## src/rtl/axi_write_burst_sequencer.sv

```systemverilog
// Expands one merged AXI write burst into per-beat cache write commands and
// returns the B response once the final beat has been handed to the cache.
module axi_write_burst_sequencer #(
    parameter int unsigned ADDR_W = 32,
    parameter int unsigned DATA_W = 64,
    parameter int unsigned ID_W   = 4
) (
    input  logic                clk,
    input  logic                rst_n,
    input  logic                i_req_valid,
    output logic                o_req_ready,
    input  logic [ADDR_W-1:0]   i_req_addr,
    input  logic [ID_W-1:0]     i_req_id,
    input  logic [1:0]          i_req_burst,
    input  logic [2:0]          i_req_size,
    input  logic [7:0]          i_req_len,
    input  logic [DATA_W-1:0]   i_wdata,
    input  logic [DATA_W/8-1:0] i_wstrb,
    input  logic                i_wlast,
    input  logic                i_wvalid,
    output logic                o_wready,
    output logic                o_cw_valid,
    input  logic                i_cw_ready,
    output logic [ADDR_W-1:0]   o_cw_addr,
    output logic [DATA_W-1:0]   o_cw_data,
    output logic [DATA_W/8-1:0] o_cw_strb,
    output logic                o_cw_last,
    output logic                o_bvalid,
    input  logic                i_bready,
    output logic [ID_W-1:0]     o_bid,
    output logic [1:0]          o_bresp
);
    localparam int unsigned STRB_W   = DATA_W / 8;
    localparam int unsigned SIZE_MAX = $clog2(STRB_W);

    typedef enum logic [1:0] {S_IDLE, S_BEAT, S_RESP} state_t;

    state_t            r_state;
    logic [ID_W-1:0]   r_id;
    logic [1:0]        r_burst;
    logic [2:0]        r_size;
    logic [7:0]        r_len;
    logic [ADDR_W-1:0] r_addr;
    logic [7:0]        r_cnt;
    logic              r_req_err;
    logic              r_err;

    logic              w_wrap_len_ok;
    logic              w_req_err;
    logic              w_in_beat;
    logic              w_last_beat;
    logic              w_beat_hs;
    logic [ADDR_W-1:0] w_incr;
    logic [ADDR_W-1:0] w_wmask;
    logic [ADDR_W-1:0] w_next_addr;

    // Malformed requests are drained without issuing cache commands.
    assign w_wrap_len_ok = (i_req_len == 8'd1) || (i_req_len == 8'd3) ||
                           (i_req_len == 8'd7) || (i_req_len == 8'd15);
    assign w_req_err     = (i_req_burst == 2'b11) ||
                           (i_req_size > 3'(SIZE_MAX)) ||
                           ((i_req_burst == 2'b10) && !w_wrap_len_ok);

    assign w_in_beat   = (r_state == S_BEAT);
    assign w_last_beat = (r_cnt == r_len);
    assign w_beat_hs   = i_wvalid & o_wready;

    // Legal WRAP lengths make (len+1) a power of two, so the wrap window is a shift.
    assign w_incr  = ADDR_W'(1) << r_size;
    assign w_wmask = ((ADDR_W'(r_len) + ADDR_W'(1)) << r_size) - ADDR_W'(1);

    always_comb begin
        w_next_addr = r_addr;
        case (r_burst)
            2'b01:   w_next_addr = (r_addr & ~(w_incr - ADDR_W'(1))) + w_incr;
            2'b10:   w_next_addr = (r_addr & ~w_wmask) | ((r_addr + w_incr) & w_wmask);
            default: w_next_addr = r_addr;
        endcase
    end

    assign o_req_ready = (r_state == S_IDLE);
    assign o_cw_valid  = w_in_beat & ~r_req_err & i_wvalid;
    assign o_wready    = w_in_beat & (r_req_err | i_cw_ready);
    assign o_cw_addr   = r_addr;
    assign o_cw_data   = i_wdata;
    assign o_cw_strb   = i_wstrb;
    assign o_cw_last   = w_in_beat & w_last_beat;
    assign o_bvalid    = (r_state == S_RESP);
    assign o_bid       = r_id;
    assign o_bresp     = (o_bvalid && r_err) ? 2'b10 : 2'b00;

    // Burst control: beat count, not wlast, decides when the burst ends.
    always_ff @(posedge clk or negedge rst_n) begin
        if (!rst_n) begin
            r_state   <= S_IDLE;
            r_id      <= '0;
            r_burst   <= '0;
            r_size    <= '0;
            r_len     <= '0;
            r_addr    <= '0;
            r_cnt     <= '0;
            r_req_err <= 1'b0;
            r_err     <= 1'b0;
        end else begin
            case (r_state)
                S_IDLE: begin
                    if (i_req_valid) begin
                        r_id      <= i_req_id;
                        r_burst   <= i_req_burst;
                        r_size    <= i_req_size;
                        r_len     <= i_req_len;
                        r_addr    <= i_req_addr;
                        r_cnt     <= 8'd0;
                        r_req_err <= w_req_err;
                        r_err     <= w_req_err;
                        r_state   <= S_BEAT;
                    end
                end
                S_BEAT: begin
                    if (w_beat_hs) begin
                        r_cnt  <= r_cnt + 8'd1;
                        r_addr <= w_next_addr;
                        if (i_wlast != w_last_beat) begin
                            r_err <= 1'b1;
                        end
                        if (w_last_beat) begin
                            r_state <= S_RESP;
                        end
                    end
                end
                S_RESP: begin
                    if (i_bready) begin
                        r_err     <= 1'b0;
                        r_req_err <= 1'b0;
                        r_state   <= S_IDLE;
                    end
                end
                default: r_state <= S_IDLE;
            endcase
        end
    end
endmodule

```

## config.mk

```make
export PLATFORM = sky130hd
export DESIGN_NAME = axi_write_burst_sequencer
export DESIGN_NICKNAME = d
export VERILOG_FILES = /design/src/rtl/axi_write_burst_sequencer.sv
export SDC_FILE = /design/constraint.sdc
export NUM_CORES = 1
export LEC_CHECK = 0
export CORE_AREA = 3 3 140 142
export CTS_CLUSTER_SIZE = 24
export DETAILED_ROUTE_END_ITERATION = 16
export DIE_AREA = 0 0 143 145
export DONT_BUFFER_PORTS = 1
export PLACE_DENSITY = 0.53
export SLEW_MARGIN = 20
export SYNTH_ARGS = -nofsm -noshare
export SYNTH_HDL_FRONTEND = slang
export SYNTH_SLANG_ARGS = --single-unit
```

## constraint.sdc

```tcl
create_clock -name clk -period 5.3 [get_ports clk]
set_input_delay 1.06 -clock clk [delete_from_list [all_inputs] [get_ports clk]]
set_output_delay 1.06 -clock clk [all_outputs]
set_load 0.02 [all_outputs]
```

Word-level counts from Yosys, hierarchy flattened
Index checks and enable logic that the tools add are counted.
{"block": "totals", "reg_bits": 61, "input_bits": 128, "output_inout_bits": 115, "wordCells": 86}
{"block": "op_classes", "n_addsub": 6, "n_lt_le_gt_ge": 1, "eq_ne": 18, "n_shift": 2, "mux": 19, "bitwise_logic": 13, "n_reduce_logical": 18}
{"operator": "$pmux 32 s2", "count": 2}
{"operator": "$and 32x32->32", "count": 3}
{"operator": "$add 32x32->32", "count": 2}
{"operator": "$mux 32", "count": 2}
{"operator": "$not 32->32", "count": 2}
{"operator": "$sub 32x1->32 const B", "count": 2}
{"operator": "$or 32x32->32", "count": 1}
{"operator": "$shl 1x3->32 const A", "count": 1}
{"operator": "$shl 9x3->32", "count": 1}
{"operator": "$mux 8", "count": 2}
{"operator": "$pmux 8 s2", "count": 1}
{"operator": "$mux 2", "count": 5}
{"operator": "$add 8x1->9 const B", "count": 1}
{"operator": "$add 8x1->8 const B", "count": 1}
{"operator": "$eq 2x2->1 const B", "count": 4}
{"operator": "$eq 8x1->1 const B", "count": 1}
{"operator": "$eq 8x2->1 const B", "count": 1}
{"operator": "$eq 8x3->1 const B", "count": 1}
{"operator": "$eq 8x4->1 const B", "count": 1}
{"operator": "$eq 8x8->1", "count": 1}
{"operator": "$ne 2x1->1 const B", "count": 4}
{"operator": "$reduce_and 4->1", "count": 2}
{"operator": "$pmux 2 s3", "count": 1}
{"operator": "$reduce_and 3->1", "count": 2}
{"operator": "other kinds (19)", "count": 33}

Logic depth before layout (Yosys ltp)
{"block": "depth", "depth_word": 9, "depth_mapped": 21, "ltp_nobuf": 15}

Least setup slack after synthesis
Ideal clock, no wire load.
{"block": "synth_path", "path_kind": "register to register", "startpoint": "reg r_size[1]", "endpoint": "reg (tool-made name)", "setup_time_ps": 103, "arrival_ps": 3977, "required_time_ps": 5197, "slack_ps": 1220, "stages_incl_launch_ff": 18, "path_buffers": 5, "period_less_slack_ps": 4080, "path_cell_list": "dfrtp_1 -> buf_2 -> buf_2 -> buf_2 -> buf_1 -> nor2_1 -> nand2_1 -> ha_1 -> clkbuf_1 -> or2_1 -> a311o_1 -> o41ai_1 -> a31o_2 -> a21oi_1 -> or4_1 -> a21oi_1 -> a311oi_1 -> o41ai_2"}
{"element": "start: declaration", "line": "41", "source": "logic [2:0] r_size;"}
{"element": "start signal: assignment", "line": "110", "source": "r_size <= i_req_size;"}

==> flow_summary.toml <==
[global_route]
track_usage_pct = 22.1
grt_max_degree = 62
antenna_found_initial = 2
overflow = 0
grt_pass1_wl_um = 36800
grt_pass1_vias = 6460

[placement]
dp.cells = 1069
portBuffers = 0
place_hpwl_um = 16700
gp_congestion = 0.865

[run_status]
status = "completed"

[setup_path]
cp.buffers_inverters = 0
required_ps = 5590
cp.depth = 10
critPathKind = "reg -> reg"
crit_top_cell = "nand3_1"
crit_chain = "ha_1 -> and3_4 -> mux2_2 -> nand3_1 -> o221ai_1 -> nor3_2 -> and4_1 -> nand3_1 -> o41ai_1 -> a22o_1"
arrival_ps = 4550
crit_slowest_cell = "dfrtp_1"
reg2regPathDepth = 10
critical_path.max_stage_delay_ps = 660
cpLargestDelayFamily = "simple AND/OR/NAND/NOR gates"
setup.worst_path.start_class = "register"
critPathMaxFanout = 15
end_kind = "register"
r2r_slack_ps = 1040

[cells_and_area]
syn2layout_area_growth_pct = -1.70
antenna_cells = 0
drive_gt1_share_pct = 10.1
final_cells = 1085
final_util_pct = 38.6
final_nets = 996

[job]
drv_cap = 0

[clocking]
cts_root_buf = "clkbuf_16"
postCtsHoldBufs = 0
clock_latency_ps = 350
cts-resized-gates = 0
cts_max_path_buffers = 2
postCtsSetupBuffers = 0
numCtsBuffers = 9
cts_tree = "built"
clkTransAtPathRegs_ps = 60
clock-sinks = 61
htree_levels = 3

[timing]
final-hold-violation-count = 0
tns_ps = 0
maxSlewHeadroom_pct = 26.7
max_freq_ghz = 0.235
final_max_slew_viol_count = 0
period_minus_slack_ps = 4260
finalSetupViolCount = 0
grt_setup_unrepaired = "false"
skew_ps = 7.77
fin_crit_sh_pct = 80.4
max_slew.worst_pin.slew_ps = 1100

[synth]
synth_area_leaders = "dfrtp_1 21%, buf_4 7.6%, nand2_1 4.4%"
synth_edf_count = 0
yosysWarnings = 0
yosysTopAreaCell = "dfrtp_1"
synth_common_cells = "86 x nand2_1, 76 x nor2_1, 74 x buf_4"
syn_avg_cell_area_um2 = 7.60
ys.flop_type = "dfrtp_1"
synth-async-reset-ratio_pct = 100
seq_area_frac_synth_pct = 20.9
yosysMostFrequentCell = "nand2_1"
syn_nets = 1110
ys_types = 93
yosysTopAreaCellShare_pct = 20.9
netlist_instances = 960
synth_seq_cells = 61
netlist_area_um2 = 7300

[floorplan]
initial_core_util_pct = 39.3
die_h_um = 145
coreArea_um2 = 18600
boundaryPins = 243
chipWidth_um = 143
fp-row-count = 50
die_area_um2 = 20700

[detailed_routing]
first_pass_iters = 7
via_per_inst = 6.32
wl_um = 23100
antenna_left = 0
vias = 6861
drc = 0
dr.first_iter.drc_count = 571
routedWlPerCell_um = 21.3

[power]
finalPower_uw = 5560
vdd_drop_max_uv = 368
p_leak_uw = 0.00264
powerDensity_nw_per_um2 = 775

[hold_path]
min_path_type = "in -> async"
final timing paths:
| path | startpoint | end |
|---|---|---|
| setup / recovery | r_len[0] | register |
| hold / removal | rst_n | asynchronous set/reset pin |
| setup reg to reg | r_len[0] | register |
| hold reg to reg | r_err | r_err |
| max in group asynchronous | rst_n | r_size[1] |
| min in group clk | r_err | r_err |
cell usage in the layout (no fill, tap or decap), types with 19 or more instances in the layout:
| master | instances |
|---|---|
| nand2_1 | 86 |
| nand3_1 | 33 |
| a21oi_1 | 52 |
| xnor2_1 | 32 |
| nor2_1 | 75 |
| nor3_1 | 26 |
| inv_1 | 34 |
| o211ai_1 | 25 |
| o21ai_0 | 52 |
| ha_1 | 20 |
| mux2_2 | 19 |
| dfrtp_1 | 61 |
per-layer routing:
layer,global-route usage (%),vias to the layer above,share of wire [%]
met5,0,-,0.13
met4,8.60,4,2.9
met3,4.68,44,8.6
met2,32.3,340,43
met1,31.5,3217,45
li1,-,3256,-
metrics by stage:
stage / worst slack, ps / cell area [µm²] / hold slack, ps
after floorplan: 1220 / 7300 / 442
after global placement: 1270 / 6860 / 468
after detailed placement: 1120 / 6860 / 477
after CTS: 1090 / 7170 / 391
after global routing: 699 / 7180 / 386
final: 1040 / 7180 / 400
cells by family after synthesis:
logic type	synth area share, %
mux	4.34
xor+xnor	5.64
other cells	0.0514
compound gates	27.7
fa+ha+maj	3.87
flops	20.9
buf+inv	13.4
simple gates	24.1
worst register-to-register path: stages, from the launching register on:
cell,delay [ps]
dfrtp_1,660
ha_1,370
and3_4,260
mux2_2,360
nand3_1,140
o221ai_1,260
nor3_2,470
and4_1,510
nand3_1,470
o41ai_1,530
a22o_1,180
area by class of cell:
type                    instances  area [µm²]
multi-input cells             726        4810
clock buffers                  11         253
flip-flops and latches         61        1530
fillers                      1906       11400
repair buffers                 14         105
inverters                      34         128
well taps                     234         293
clock inverters                 5        58.8
power by group:
part / internal [µW] / switching (µW) / leakage [µW]
clock network: 390 / 253 / 0.000148
registers: 685 / 641 / 0.000746
logic: 1350 / 2250 / 0.00175
total: 2420 / 3140 / 0.00264
Note: power is estimated with default switching activity, not from simulation.
